## config.mk

```make
export PLATFORM = sky130hd
export DESIGN_NAME = elastic_pipeline
export DESIGN_NICKNAME = d
export VERILOG_FILES = /design/src/rtl/elastic_pipeline.sv
export SDC_FILE = /design/constraint.sdc
export NUM_CORES = 1
export LEC_CHECK = 0
export CAP_MARGIN = 20
export CORE_MARGIN = 1.5
export CORE_UTILIZATION = 30
export CTS_CLUSTER_SIZE = 24
export DETAILED_ROUTE_END_ITERATION = 8
export PLACE_DENSITY_LB_ADDON = 0.3
export SYNTH_ARGS = -nofsm -noshare
export SYNTH_HDL_FRONTEND = slang
export SYNTH_SLANG_ARGS = --single-unit
```

## constraint.sdc

```tcl
create_clock -name clk -period 3 [get_ports clk]
set_input_delay 0.75 -clock clk [delete_from_list [all_inputs] [get_ports clk]]
set_output_delay 0.75 -clock clk [all_outputs]
set_load 0.02 [all_outputs]
```

## src/rtl/elastic_pipeline.sv

```systemverilog
// Elastic register pipeline: DEPTH stages of WIDTH-bit words under a valid/ack handshake, with bubble collapse,
// synchronous flush and an occupancy count. Optional ELASTIC_PIPELINE_DEBUG_EN exposes the raw stage registers.
module elastic_pipeline #(
  parameter int WIDTH = 4,
  parameter int DEPTH = 4,
  parameter int CNT_W = $clog2(DEPTH + 1)
) (
  input  logic                   clk,
  input  logic                   reset,
  input  logic                   flush,
  input  logic [WIDTH-1:0]       data_in,
  input  logic                   request_in,
  output logic                   ack_out,
  output logic [WIDTH-1:0]       data_out,
  output logic                   request_out,
  input  logic                   ack_in,
`ifdef ELASTIC_PIPELINE_DEBUG_EN
  output logic [CNT_W-1:0]       occupancy,
  output logic [DEPTH-1:0]       stage_valid,
  output logic [DEPTH*WIDTH-1:0] stage_data
`else
  output logic [CNT_W-1:0]       occupancy
`endif
);

  logic [DEPTH-1:0]            valid_q, valid_d;
  logic [DEPTH-1:0][WIDTH-1:0] data_q, data_d;
  logic [CNT_W-1:0]            occ_q, occ_d;

  logic [DEPTH-1:0]            ready;
  logic                        ready_acc;
  logic [DEPTH-1:0]            up_vld;
  logic [DEPTH-1:0][WIDTH-1:0] up_dat;
  logic                        in_xfer, out_xfer;

  // A stage can advance if it or any stage downstream of it has a hole, or the consumer takes the last word.
  always_comb begin
    ready     = '0;
    ready_acc = ack_in;
    for (int i = DEPTH - 1; i >= 0; i--) begin
      ready_acc = ~valid_q[i] | ready_acc;
      ready[i]  = ready_acc;
    end
  end

  always_comb begin
    up_vld    = '0;
    up_dat    = '0;
    up_vld[0] = request_in;
    up_dat[0] = data_in;
    for (int i = 1; i < DEPTH; i++) begin
      up_vld[i] = valid_q[i-1];
      up_dat[i] = data_q[i-1];
    end
  end

  assign ack_out     = ready[0] & ~flush & ~reset;
  assign request_out = valid_q[DEPTH-1];
  assign data_out    = data_q[DEPTH-1];
  assign occupancy   = occ_q;
  assign in_xfer     = request_in & ack_out;
  assign out_xfer    = request_out & ack_in;

  always_comb begin
    valid_d = valid_q;
    data_d  = data_q;
    occ_d   = occ_q;
    for (int i = 0; i < DEPTH; i++) begin
      if (ready[i]) begin
        valid_d[i] = up_vld[i];
        // Data only moves with a valid word so an emptied stage keeps its last value.
        if (up_vld[i]) begin
          data_d[i] = up_dat[i];
        end
      end
    end
    case ({in_xfer, out_xfer})
      2'b10:   occ_d = occ_q + CNT_W'(1);
      2'b01:   occ_d = occ_q - CNT_W'(1);
      default: occ_d = occ_q;
    endcase
    if (flush) begin
      valid_d = '0;
      data_d  = '0;
      occ_d   = '0;
    end
  end

  always_ff @(posedge clk) begin
    if (reset) begin
      valid_q <= '0;
      data_q  <= '0;
      occ_q   <= '0;
    end else begin
      valid_q <= valid_d;
      data_q  <= data_d;
      occ_q   <= occ_d;
    end
  end

`ifdef ELASTIC_PIPELINE_DEBUG_EN
  assign stage_valid = valid_q;
  assign stage_data  = data_q;
`endif

endmodule

```

==> results of run 1 <==
logic make-up (layout without fill, tap and decap cells):
group / after synthesis / in the layout / share of synthesized area (%)
AND/OR/NAND/NOR: 34 / 34 / 17.9
adder cells (fa/ha/maj): 2 / 2 / 3.30
buffers and inverters: 12 / 29 / 7.61
AO/OA/AOI/OAI: 32 / 32 / 17.6
multiplexers: 5 / 5 / 5.08
flip-flops: 23 / 23 / 46.7
XOR/XNOR: 2 / 2 / 1.78
per-layer routing:
metal / vias up / track usage, % / routed length [µm]
li1: 410 / - / -
met1: 348 / 14.2 / 864
met2: 17 / 19.7 / 858
met3: 2 / 4.11 / 83
met4: 0 / 3.81 / 14
met5: - / 0 / 0
worst max-delay path, cell delays in order:
cell,delay (ps)
clkdlybuf4s50_1,490
and4b_1,270
a21oi_1,180
dlygate4sd2_1,350
area by class of cell:
cell class	instances	area, µm²	area share (%)
clock buffers	3	22.5	1.86
clock inverters	1	5.00	0.413
inverters	3	11.3	0.930
multi-input cells	75	450	37.2
flip-flops and latches	23	460	38.0
well taps	44	55.1	4.55
repair buffers	22	206	17.0
worst max path at each step:
stage                     startpoint                        end
after floorplan               ack_in  occupancy[2]$_SDFFE_PP0P_
after global placement        ack_in                    ack_out
after detailed placement      ack_in                    ack_out
after CTS                     ack_in                    ack_out
after global routing          ack_in                    ack_out
final                         ack_in                    ack_out
per-stage QoR:
| step | setup TNS, ps | utilization (%) | hold slack, ps | worst slack [ps] | cell area (µm²) |
|---|---|---|---|---|---|
| 5_1_grt | 0 | 39.3 | 500 | 141 | 1210 |
| 2_1_floorplan | 0 | - | 435 | 430 | 986 |
| 4_1_cts | 0 | 39.3 | 474 | 199 | 1210 |
| 3_5_place_dp | -71.2 | 38.5 | 455 | -57.7 | 1180 |
| 6_report | 0 | 39.3 | 472 | 201 | 1210 |
| 3_3_place_gp | -75.4 | 38.5 | 453 | -57.0 | 1180 |
report_power, final:
group	internal, mW	total (mW)	switching [mW]
registers	0.309	0.312	0.00339
clock network	0.0498	0.143	0.0935
logic	0.0207	0.0368	0.0161
registers in the layout, summed over array words and instances (netlist names):
register   count
data_q        12
valid_q        4
data_out       4
occupancy      3
repair_timing:
action,4_1_cts,5_1_grt
resized for setup,1,0
endpoints found under the hold margin,0,0
setup endpoints to repair,1,0
layout by cell type, fill, tap and decap left out:
cell	n
dfxtp_1	23
a21oi_1	18
clkdlybuf4s50_1	16
nand3_1	12
o21ai_0	12
nand2_1	9
mux2i_1	5
buf_4	5
nor2_1	4
inv_1	3
clkbuf_4	3
and4b_1	1
a21boi_4	1
and2_1	1
or2_2	1
nand4b_1	1
o21ai_1	1
nand3b_1	1
and3b_2	1
nand2b_1	1
nor2b_1	1
xnor2_1	1
or3_1	1
xor2_1	1
fa_1	1
ha_1	1
clkinv_2	1
dlygate4sd2_1	1
==> results by group, run 1 <==
CTS
  – Skew-Pair Late Insertion Delay: approximately 310 ps
  – Post-CTS Setup Bufs: 0
  – CTS sink count: 23
  – TritonCTS Buffers: 3
  – Root buf cell: clkbuf_4
  – CTS tree: yes
  – Clk buf depth: 2
  – Post-CTS Hold Fix Bufs: 0
  – Register clock-pin slew on the reported worst setup and hold paths: between 100 and 150 ps
  – H-tree depth: 1

Global route
  – Initial antenna violation count: 0
  – Total grt overflow: 0
  – First-pass GRT wire length: between 3000 and 4000 µm
  – Vias in the first global route: 752
  – Total GRT Usage: 11.8%
  – Pin count of the biggest net entering global routing: 20

Routing
  – DR DRC count: 0
  – DRT antenna net count: 0
  – Vias per cell: roughly 4.5
  – Post-Route WL: between 1500 and 2000 µm
  – Initial detailed-routing violation count: 23
  – Total number of vias: 777
  – WL per Instance: roughly 11 µm
  – DRT Pass-1 Iters: 4

Critical path
  – Setup slack, reg-to-reg: approximately 800 ps
  – Crit start category: primary input
  – WP data arrival: roughly 2000 ps
  – Setup CP Type: primary input to primary output
  – CP max FO: 4
  – Crit. End Element: primary output
  – WP data required: 2250 ps
  – Number of cells on the worst reg-to-reg path: 8
  – Worst r2r dst: occupancy[2]$_SDFFE_PP0P_
  – Reg-to-Reg Start: valid_q[2]$_SDFFE_PP0P_

Synthesis
  – Yosys warns: 0
  – Number of enable flip-flop cells after synthesis: 0
  – Sequential share of the synthesized area: between 40% and 50%
  – Most frequent cells after synthesis: dfxtp_1 (23), a21oi_1 (18), nand3_1 (12), o21ai_0 (12), nand2_1 (9)
  – Top_reg_cell synth: dfxtp_1
  – Cells after Synth: 110
  – Cell Area, Synth: approximately 990 µm²
  – Synth top area share: about 47%
  – #FFs+latches synth: 23
  – Top-count cell post-synth: dfxtp_1
  – Mapped Nets: 121
  – Post-synthesis average cell area: 8.96 µm²
  – Distinct cell type count after synthesis: 26
  – Largest cells by area after synthesis: dfxtp_1 (47%), a21oi_1 (9.1%), nand3_1 (6.1%)
  – Post-synth top area cell: dfxtp_1
  – Async SR Flop Fraction: 0%

STA
  – Fmax: 357 MHz
  – RSZ-0062 raised after global routing: no
  – Clock skew: ~7.6 ps
  – Final Cycle Share: ~93%
  – Worst slew pin tran: around 300 ps
  – Endpoints failing setup: 0
  – Slew HR: 79.8%
  – Fin. Hold Viols: 0
  – Post-layout min period: approximately 2800 ps
  – Slew Limit Fails: 0

Min path
  – Hold Path Class: flop to flop
  – Worst hold endpoint: data_q[11]$_SDFFE_PP0P_
  – WHS Path Cells: 2
  – Worst hold path startpoint: data_q[7]$_SDFFE_PP0P_

Final layout
  – Fill count: around 340
  – Nets@finish: roughly 140
  – Synth-to-Final Area Change: 22.8%
  – # diodes: 0
  – Share of cells above drive strength 1: around a tenth
  – Non-filler instance count after layout: approximately 170

Power
  – Final total power: between 0.4 and 0.5 mW
  – Max VDD drop: 0.240 mV
  – Cell Pwr Density: between 400 and 500 mW/mm²
  – Leakage power: about 0.42 nW

Floorplan
  – Die span in y: approximately 60 µm
  – Row count: 20
  – I/O pin total: 18
  – Initial Util: around a third
  – Chip width: between 60 and 70 µm
  – Core ar.: a little over 0.003 mm²
  – Die footprint: roughly 0.0036 mm²

Place
  – Placed wire-length estimate: about 1400 µm
  – I/O Buffers: 17
  – Gpl congestion: roughly 0.74
  – Placed cell count: 167

Flow run
  – Max cap viols: 0

Status
  – Status: finished, final reports clean
Power figures use the tool's default switching activity.
==> run 2, diff against run 1 <==
--- a/config.mk
+++ b/config.mk
@@ -11,6 +11,7 @@
 export CTS_CLUSTER_SIZE = 24
 export DETAILED_ROUTE_END_ITERATION = 8
 export PLACE_DENSITY_LB_ADDON = 0.3
+export RECOVER_POWER = 25
 export SYNTH_ARGS = -nofsm -noshare
 export SYNTH_HDL_FRONTEND = slang
 export SYNTH_SLANG_ARGS = --single-unit
==> constraint.sdc (replaced) <==
create_clock -name clk -period 3.45 [get_ports clk]
set_input_delay 0.8625 -clock clk [delete_from_list [all_inputs] [get_ports clk]]
set_output_delay 0.8625 -clock clk [all_outputs]
set_load 0.02 [all_outputs]
==> results by group, run 2 (same netlist as run 1, synthesis figures left out) <==
Status
  – Status: finished, final reports clean

Floorplan
  – Die span in y: 60.3 µm (unchanged)
  – I/O pin total: 18 (unchanged)
  – Die footprint: 0.00364 mm² (unchanged)
  – Core ar.: 0.00308 mm² (unchanged)
  – Initial Util: 32.0% (unchanged)
  – Row count: 20 (unchanged)
  – Chip width: 60.3 µm (unchanged)

Routing
  – DRT antenna net count: 0 (unchanged)
  – DR DRC count: 0 (unchanged)
  – WL per Instance: 10.3 µm (-3.0%)
  – Initial detailed-routing violation count: 37 (+61%)
  – Post-Route WL: 1770 µm (-3.0%)
  – Total number of vias: 773 (-0.51%)
  – Vias per cell: 4.52 (-0.51%)
  – DRT Pass-1 Iters: 4 (unchanged)

STA
  – RSZ-0062 raised after global routing: no
  – Endpoints failing setup: 0 (unchanged)
  – Slew HR: 48.5% (-31 points)
  – Clock skew: 5.99 ps (-1.65 ps)
  – Setup_tns: 0 ps (unchanged)
  – Slew Limit Fails: 0 (unchanged)
  – Final Cycle Share: 93.7%
  – Post-layout min period: between 3000 and 4000 ps
  – Worst slew pin tran: 772 ps (+470 ps)
  – Fin. Hold Viols: 0 (unchanged)
  – Fmax: roughly 310 MHz

Final layout
  – Register area: 460 µm² (unchanged)
  – Nets@finish: 139 (unchanged)
  – Non-filler instance count after layout: 171 (unchanged)
  – Synth-to-Final Area Change: 22.6%
  – Final Util: 39.3% (-0.081 points)
  – Fill count: 324 (-3.6%)
  – Footprint of the multi-input gates: 450 µm² (unchanged)
  – Largest register FFs: 12 (unchanged)
  – Post-route cell area: 0.00121 mm² (-0.21%)
  – # diodes: 0 (unchanged)
  – Share of cells above drive strength 1: 8.66% (-0.79 points)
  – Most common cell after layout, fill and taps aside: dfxtp_1
  – Reg with most FFs: data_q
  – Highest-count cells in the layout ignoring fill and taps: dfxtp_1 (23), a21oi_1 (18), clkdlybuf4s50_1 (17)

Global route
  – Vias in the first global route: 749 (-0.40%)
  – Total grt overflow: 0 (unchanged)
  – Pin count of the biggest net entering global routing: 20 (unchanged)
  – Total GRT Usage: 11.3% (-0.49 points)
  – First-pass GRT wire length: 3120 µm (-3.2%)
  – Initial antenna violation count: 0 (unchanged)

Power
  – Sw Share: 22.2% (-0.71 points)
  – Leakage power: 0.415 nW (-1.5%)
  – Max VDD drop: 0.182 mV (-24%)
  – Clock network power share: 28.5% (-0.6 points)
  – Comb power frac: 7.5% (about the same)
  – Final total power: 0.424 mW (-14%)
  – Cell Pwr Density: 351 mW/mm² (-14%)
  – Sequential share of power: 64.0% (+0.6 points)
  – Internal: 0.330 mW (-13%)
  – Sw Pwr: 0.0943 mW (-17%)

Place
  – Placed Area: 0.00118 mm² (unchanged)
  – Placed wire-length estimate: 1350 µm (-0.61%)
  – I/O Buffers: 17 (unchanged)
  – Placed cell count: 167 (unchanged)
  – Gpl congestion: 0.736 (-1.1%)

Flow run
  – Max cap viols: 0 (unchanged)

Critical path
  – Critical path, cell by cell: clkdlybuf4s50_1 -> or2_2 -> a21oi_1 -> clkdlybuf4s50_1
  – CP max stage cell: clkdlybuf4s50_1
  – Crit start category: primary input
  – Worst path bufs/invs: 2 (unchanged)
  – Crit. End Element: primary output
  – Setup CP Type: primary input to primary output
  – Setup slack, reg-to-reg: 1160 ps (+380 ps)
  – Max incr delay on CP: 630 ps (+140 ps)
  – CP delay by family, top: buffers and inverters
  – WP data required: 2590 ps (+340 ps)
  – WP data arrival: 2370 ps (+320 ps)
  – CP max FO: 2 (-2)
  – CP most frequent cell: clkdlybuf4s50_1

CTS
  – CTS sink count: 23 (unchanged)
  – Clk buf depth: 2 (unchanged)
  – CTS tree: yes
  – CTS resizes: 0 (-1)
  – H-tree depth: 1 (unchanged)
  – TritonCTS Buffers: 3 (unchanged)
  – Register clock-pin slew on the reported worst setup and hold paths: 120 ps (about the same)
  – Skew-Pair Late Insertion Delay: 310 ps (about the same)
  – Post-CTS Setup Bufs: 0 (unchanged)
  – Post-CTS Hold Fix Bufs: 0 (unchanged)
  – Root buf cell: clkbuf_4

Min path
  – Hold Path Class: flop to flop
run 2: cell count changes in the layout (fill, tap and decap cells not counted):
| cell | change |
|---|---|
| clkdlybuf4s50_1 | +1 |
| dlygate4sd2_1 | -1 |
| clkbuf_1 | +1 |
| buf_4 | -1 |
run 2: per-stage QoR:
step | hold WS, ps | setup WS [ps]
floorplan | 435 | 767
detailed placement | 457 | 204
global route | 483 | 167
global placement | 452 | 192
finish | 473 | 217
CTS | 474 | 190
run 2: layer usage:
layer	global-route usage, %	part of all wire [%]	vias up
met5	0	0	-
met4	2.86	0.68	0
met3	4.55	6.9	2
met2	17.4	46	19
met1	14.8	47	344
li1	-	-	408
run 2: layout make-up:
class                           count  area share (%)
Sequential cell                    23            38.1
Multi-Input combinational cell     75            37.3
Clock inverter                      1           0.414
Tap cell                           44            4.55
Inverter                            3           0.932
Clock buffer                        3            1.86
Timing Repair Buffer               22            16.9
run 2: path summary, 6_finish.rpt:
kind / cells past startpoint / start / end
worst max register to register: 9 / valid_q[2]$_SDFFE_PP0P_ / occupancy[2]$_SDFFE_PP0P_
worst max-delay path: 4 / flush / ack_out
worst min-delay path: 2 / data_q[3]$_SDFFE_PP0P_ / data_q[3]$_SDFFE_PP0P_
worst min register to register: 2 / data_q[3]$_SDFFE_PP0P_ / data_q[3]$_SDFFE_PP0P_
run 2: power by group through the flow:
stage                     combinational, mW  clock (mW)  sequential [mW]
after floorplan                      0.0158           0            0.276
after global placement               0.0321           0            0.277
after detailed placement             0.0325           0            0.277
after CTS                            0.0327       0.129            0.271
after global routing                 0.0346       0.140            0.272
final                                0.0318       0.121            0.271
run 2: tightest hold or removal path: cells and delay by family (launching register included):
kind             cells  cell delay, ps
flip-flops           1             340
multiplexers         1              50
AND/OR/NAND/NOR      1              50
